### config.mk
export PLATFORM = sky130hd
export DESIGN_NAME = bus_dma_master
export DESIGN_NICKNAME = d
export VERILOG_FILES = /design/src/rtl/bus_dma_master.sv
export SDC_FILE = /design/constraint.sdc
export NUM_CORES = 1
export LEC_CHECK = 0
export CELL_PAD_IN_SITES_DETAIL_PLACEMENT = 1
export CELL_PAD_IN_SITES_GLOBAL_PLACEMENT = 1
export CORE_MARGIN = 1.5
export CORE_UTILIZATION = 44
export DETAILED_ROUTE_END_ITERATION = 12
export GPL_ROUTABILITY_DRIVEN = 0
export PLACE_DENSITY = 0.82
export SLEW_MARGIN = 10
export SYNTH_ARGS = -nofsm -noshare
export SYNTH_HDL_FRONTEND = slang
export SYNTH_SLANG_ARGS = --single-unit
export TNS_END_PERCENT = 30
### constraint.sdc
create_clock -name CLK -period 5.7 [get_ports CLK]
set_input_delay 1.71 -clock CLK [delete_from_list [all_inputs] [get_ports CLK]]
set_output_delay 1.71 -clock CLK [all_outputs]
set_load 0.02 [all_outputs]
### src/rtl/bus_dma_master.sv
// bus_dma_master: 8088 minimum-mode bus master.
// Requests the bus with HOLD/HLDA, then moves COUNT bytes by running a
// T1-T4 read cycle from the source followed by a T1-T4 write cycle to the
// destination for every byte. When the count runs out, or a responder stalls
// for too long, it releases the bus and pulses DONE.
module bus_dma_master #(
  parameter int CNT_W    = 16,
  parameter int MAX_WAIT = 15
) (
  input  logic             CLK,
  input  logic             RESET_N,
  input  logic             START,
  input  logic [19:0]      SRC_ADDR,
  input  logic [19:0]      DST_ADDR,
  input  logic             SRC_IOM,
  input  logic             DST_IOM,
  input  logic             SRC_INC,
  input  logic             DST_INC,
  input  logic [CNT_W-1:0] COUNT,
  output logic             HOLD,
  input  logic             HLDA,
  output logic             BUS_OE,
  output logic [19:0]      ADDR,
  output logic             IOM,
  output logic             ALE,
  output logic             RD_N,
  output logic             WR_N,
  output logic [7:0]       DATA_OUT,
  output logic             DATA_OE,
  input  logic [7:0]       DATA_IN,
  input  logic             READY,
  output logic             BUSY,
  output logic             DONE,
  output logic             ERR
);

  localparam int WAIT_W = $clog2(MAX_WAIT + 1);

  typedef enum logic [3:0] {
    S_IDLE,
    S_REQ,
    S_T1,
    S_T2,
    S_T3,
    S_TW,
    S_T4,
    S_REL,
    S_FIN
  } state_t;

  state_t            state;
  logic              wr_ph;      // 0 = read phase, 1 = write phase
  logic [WAIT_W-1:0] wait_cnt;

  // Transfer context captured at START and advanced after every write.
  logic [19:0]       src;
  logic [19:0]       dst;
  logic [CNT_W-1:0]  cnt;
  logic              src_iom;
  logic              dst_iom;
  logic              src_inc;
  logic              dst_inc;
  logic [7:0]        hold_byte;

  logic [19:0]       src_nxt;

  // I/O space only decodes 16 address bits; the upper nibble is driven low.
  function automatic logic [19:0] bus_addr(input logic [19:0] a, input logic iom);
    return iom ? {4'h0, a[15:0]} : a;
  endfunction

  // Source address the next read cycle will use once the current write completes.
  always_comb begin
    src_nxt = src_inc ? src + 20'd1 : src;
  end

  // Transfer context: capture on accepted START, step after each write T4,
  // and latch read data when the read cycle leaves T3/TW with READY.
  always_ff @(posedge CLK) begin
    if (state == S_IDLE && START && COUNT != '0) begin
      src     <= SRC_ADDR;
      dst     <= DST_ADDR;
      cnt     <= COUNT;
      src_iom <= SRC_IOM;
      dst_iom <= DST_IOM;
      src_inc <= SRC_INC;
      dst_inc <= DST_INC;
    end else if (state == S_T4 && wr_ph) begin
      cnt <= cnt - CNT_W'(1);
      src <= src_nxt;
      dst <= dst_inc ? dst + 20'd1 : dst;
    end
    if ((state == S_T3 || state == S_TW) && READY && !wr_ph) begin
      hold_byte <= DATA_IN;
    end
  end

  // Bus-cycle sequencer; every bus-facing output is registered here.
  always_ff @(posedge CLK or negedge RESET_N) begin
    if (!RESET_N) begin
      state    <= S_IDLE;
      wr_ph    <= 1'b0;
      wait_cnt <= '0;
      HOLD     <= 1'b0;
      BUS_OE   <= 1'b0;
      ADDR     <= 20'h00000;
      IOM      <= 1'b0;
      ALE      <= 1'b0;
      RD_N     <= 1'b1;
      WR_N     <= 1'b1;
      DATA_OUT <= 8'h00;
      DATA_OE  <= 1'b0;
      BUSY     <= 1'b0;
      DONE     <= 1'b0;
      ERR      <= 1'b0;
    end else begin
      DONE <= 1'b0;
      case (state)
        S_IDLE: begin
          if (START) begin
            if (COUNT != '0) begin
              ERR   <= 1'b0;
              BUSY  <= 1'b1;
              HOLD  <= 1'b1;
              state <= S_REQ;
            end else begin
              // Nothing to move: acknowledge without touching the bus.
              DONE <= 1'b1;
            end
          end
        end

        S_REQ: begin
          if (HLDA) begin
            state  <= S_T1;
            wr_ph  <= 1'b0;
            BUS_OE <= 1'b1;
            ALE    <= 1'b1;
            ADDR   <= bus_addr(src, src_iom);
            IOM    <= src_iom;
          end
        end

        S_T1: begin
          ALE   <= 1'b0;
          state <= S_T2;
          if (wr_ph) begin
            WR_N     <= 1'b0;
            DATA_OE  <= 1'b1;
            DATA_OUT <= hold_byte;
          end else begin
            RD_N <= 1'b0;
          end
        end

        S_T2: begin
          state <= S_T3;
        end

        S_T3: begin
          if (READY) begin
            state <= S_T4;
            RD_N  <= 1'b1;
            WR_N  <= 1'b1;
          end else begin
            state    <= S_TW;
            wait_cnt <= WAIT_W'(1);
          end
        end

        S_TW: begin
          if (READY) begin
            state <= S_T4;
            RD_N  <= 1'b1;
            WR_N  <= 1'b1;
          end else if (wait_cnt == WAIT_W'(MAX_WAIT)) begin
            // Responder is stuck: drop the strobes and give the bus back.
            RD_N    <= 1'b1;
            WR_N    <= 1'b1;
            DATA_OE <= 1'b0;
            ERR     <= 1'b1;
            BUS_OE  <= 1'b0;
            HOLD    <= 1'b0;
            state   <= S_REL;
          end else begin
            wait_cnt <= wait_cnt + WAIT_W'(1);
          end
        end

        S_T4: begin
          // Write data stays on the bus through T4 and is withdrawn here.
          DATA_OE <= 1'b0;
          if (!wr_ph) begin
            wr_ph <= 1'b1;
            state <= S_T1;
            ALE   <= 1'b1;
            ADDR  <= bus_addr(dst, dst_iom);
            IOM   <= dst_iom;
          end else if (cnt == CNT_W'(1)) begin
            state  <= S_REL;
            BUS_OE <= 1'b0;
            HOLD   <= 1'b0;
          end else begin
            wr_ph <= 1'b0;
            state <= S_T1;
            ALE   <= 1'b1;
            ADDR  <= bus_addr(src_nxt, src_iom);
            IOM   <= src_iom;
          end
        end

        S_REL: begin
          if (!HLDA) begin
            state <= S_FIN;
            DONE  <= 1'b1;
            BUSY  <= 1'b0;
          end
        end

        S_FIN: begin
          state <= S_IDLE;
        end

        default: begin
          state <= S_IDLE;
        end
      endcase
    end
  end

endmodule

==> summary.txt <==
Run status
  – Status: finished, final reports clean

Detailed routing
  – Met2 wire len: 9268 um
  – Top Layer Used: met4
  – Wirelength per Cell: 19.97 um
  – Met3 WL: 1148 um
  – ANT nets after route: 0
  – Vias per cell: ~5.8
  – Initial drt markers: between 400 and 500
  – Met1 WL: just under 8000 um
  – DRC Markers: 0
  – Drt pass-1 iters: 7
  – Routed via count: 5422
  – Routed wire length: 18630 um

Timing
  – Final Critical Period: between 4 and 5 ns
  – Fin. max-slew vios: 0
  – Period utilization: 0.7133
  – Setup Skew: roughly 0.0088 ns
  – Final setup margin: 1.634 ns
  – Post-route setup TNS: 0 ns
  – Hold_ws: about 0.48 ns
  – Slew @ Worst Pin: 1.086 ns
  – Relative slew slack: 0.2759
  – Fin. Hold Viols: 0
  – FMAX: 245.9 MHz
  – Final setup viols: 0
  – RSZ-0062 raised after global routing: no

GRT
  – Largest net degree at the start of global routing: 53
  – First-pass GRT wire length: approximately 30000 um
  – Number of global-route vias before repair: 5609
  – Initial antenna violation count: 0
  – GR Util All Layers: 0.2596
  – Remaining Overflow, GRT: 0

Synth
  – Number of synthesized register bits: 115
  – Post-synthesis adder-cell area fraction: 0.009876
  – Synth async-reset ratio: 0.4087
  – Synth Area in XOR/XNOR: 0.06775
  – Number of enable flip-flop cells after synthesis: 68
  – Top post-synthesis cells by count: 89 x nand2_1, 68 x edfxtp_1, 47 x nor2_1, 45 x dfrtp_1, 44 x o21ai_0
  – Ys flop type: edfxtp_1
  – Syn Nets: slightly above 700
  – Post-synthesis sequential area ratio: 0.5084
  – Top cell type's share of synthesized area: 0.3223
  – Largest family of logic cells by synthesized area: simple AND/OR/NAND/NOR gates
  – Synth cell types: between 60 and 70
  – Mux cell area share after synthesis: 0.03674
  – Synth Area in Compound Gates: 0.1379
  – Syn Inst Count: about 640
  – Syn. warnings: 0
  – Synth area leader: edfxtp_1
  – Avg Synthesized Cell Area: 9.852 sq um
  – Main area contributors after synthesis: edfxtp_1 32%, dfrtp_1 18%, nand2_1 5.3%
  – Most frequent cell after synthesis: nand2_1
  – Mapped cell area: approximately 6300 sq um
  – Simple-gate share of the synthesized area: 0.2032

Cells and area
  – Layout cell share with drive strength beyond 1: 0.08101
  – Final core occ: 0.5775
  – Antenna cell count: 0
  – Fillers: 1556
  – Area growth, synth to finish: 27.53%
  – Fin nets: 818

Min path
  – Hold_sp: hold_byte[1]
  – Hold-critical path endpoint: DATA_OUT[1]
  – HP Class: register to register
  – Hold path cells: 1

Die
  – Die height: 123.0 um
  – # IOs: about 110
  – Starting Density: 0.4529
  – FP Rows: 43
  – Die X: 123.0 um
  – Core area: about 14000 sq um
  – Die area: 15130 sq um

Job
  – Max_cap viols: 0

Place
  – Post-DP HPWL: 13220 um
  – PortBufs: 110
  – Pre-CTS setup slack: 1.230 ns

Power
  – Worst VDD drop: 0.2102 mV
  – Static leakage: 2.910 nW
  – Power density cells: 499.6 nW/um^2
  – Pwr Total: ~4.0 mW

Worst setup path
  – Crit path max fanout: 52
  – Worst R2R Path Depth: 6
  – Crit. End Element: register
  – CP arrival: 4.19 ns
  – Worst setup path startpoint: COUNT[11]
  – R2r endpoint: ADDR[17]
  – Critical path launch point type: primary input
  – Critical Path RT: around 6 ns
  – Internal reg-to-reg setup slack: 2.66 ns
  – Worst r2r src: state[2]
  – CP Class: primary input to register

CTS
  – Clk buf depth: 2
  – CTS Hold Bufs: 0
  – Clock Sinks: 115
  – Root Driver: clkbuf_16
  – Setup bufs post-CTS: 0
  – Clock-pin slew on the worst setup and hold paths: 0.05 ns
  – Post-CTS Resized: 0
  – Total CTS buffers: 17
  – CTS tree: yes
  – H-tree levels: 4
  – Clk_lat worst skew: ~0.42 ns
## state kept, by name, summed over array words and instances, names as in the netlist
name,flops
ADDR,20
dst,20
src,20
cnt,16
DATA_OUT,8
hold_byte,8
state,4
wait_cnt,4
ALE,1
BUSY,1
BUS_OE,1
DATA_OE,1
DONE,1
ERR,1
HOLD,1
IOM,1
RD_N,1
WR_N,1
dst_inc,1
dst_iom,1
src_inc,1
src_iom,1
wr_ph,1
## worst max-delay path by stage
stage	cells after the start	to	slack, ns
finish	9	dst[4]	1.63
global placement	7	dst[9]	1.25
global route	9	dst[4]	1.44
detailed placement	9	dst[4]	1.23
CTS	9	dst[4]	1.64
floorplan	5	cnt[0]	1.87
## layer usage
layer,up-vias,global-route usage
li1,2533,-
met1,2689,0.3398
met2,176,0.4344
met3,24,0.05120
met4,0,0.08261
met5,-,0
## layout by cell type, fill, tap and decap left out, types with 3 or more instances in the layout
| master | synthesis | final |
|---|---|---|
| ha_1 | 5 | 5 |
| o22ai_1 | 4 | 4 |
| a21o_1 | 8 | 8 |
| dfrtp_1 | 45 | 45 |
| mux2i_1 | 12 | 12 |
| nand3_1 | 28 | 28 |
| nor4_1 | 11 | 11 |
| mux2_2 | 9 | 9 |
| a31oi_1 | 6 | 6 |
| nand4_1 | 9 | 9 |
| a22o_1 | 3 | 3 |
| a21oi_1 | 32 | 32 |
| a211oi_1 | 6 | 6 |
| clkinv_2 | 0 | 3 |
| clkbuf_16 | 0 | 18 |
| nand3b_1 | 6 | 6 |
| clkdlybuf4s50_1 | 0 | 109 |
| and2_1 | 3 | 3 |
| nor4_2 | 3 | 3 |
| o21ai_0 | 44 | 44 |
| nor2b_1 | 3 | 3 |
| o21ai_1 | 20 | 20 |
| nand2_1 | 89 | 89 |
| xnor2_1 | 26 | 26 |
| nand2b_1 | 4 | 4 |
| inv_1 | 12 | 11 |
| nor3_1 | 18 | 18 |
| clkbuf_8 | 0 | 3 |
| and3_1 | 12 | 12 |
| xor2_1 | 23 | 23 |
| clkbuf_1 | 23 | 6 |
| edfxtp_1 | 68 | 68 |
| nor2_1 | 47 | 47 |
| buf_4 | 1 | 8 |
| nor3b_1 | 6 | 6 |
## through the flow
| step | cells | instance area (sq um) |
|---|---|---|
| CTS | 933 | 8079 |
| global placement | 901 | 7538 |
| finish | 933 | 8079 |
| floorplan | 643 | 6335 |
| detailed placement | 901 | 7538 |
| global route | 933 | 8079 |
## worst max-delay path: stages
cell and delay (ns):
clkdlybuf4s50_1 0.43, nor4_1 0.37, nand4_1 0.25, nand3_1 0.15, buf_4 0.29, inv_2 0.31
buf_4 0.39, nand2_1 0.14, o21ai_0 0.12
## report_power, final
group / leakage, nW / switching [mW] / internal [mW] / total (mW)
logic: 1.46 / 0.858 / 0.658 / 1.52
registers: 1.19 / 0.300 / 1.24 / 1.54
clock network: 0.264 / 0.366 / 0.612 / 0.978
## kinds of logic after synthesis
kind of cell / after synthesis
compound gates: 146
xor+xnor: 49
fa+ha+maj: 5
buf+inv: 52
flops: 115
mux: 22
simple gates: 254
## area by class of cell
class	count	area, sq um	share of cell area
clock inverter	5	26.28	0.003252
tap	180	225.2	0.02788
inverter	12	45.04	0.005575
sequential	115	3221	0.3986
clock buffer	27	514.2	0.06365
multi-input combinational	476	2892	0.3579
timing repair buffer	118	1156	0.1431
(Power assumes the default switching activity.)
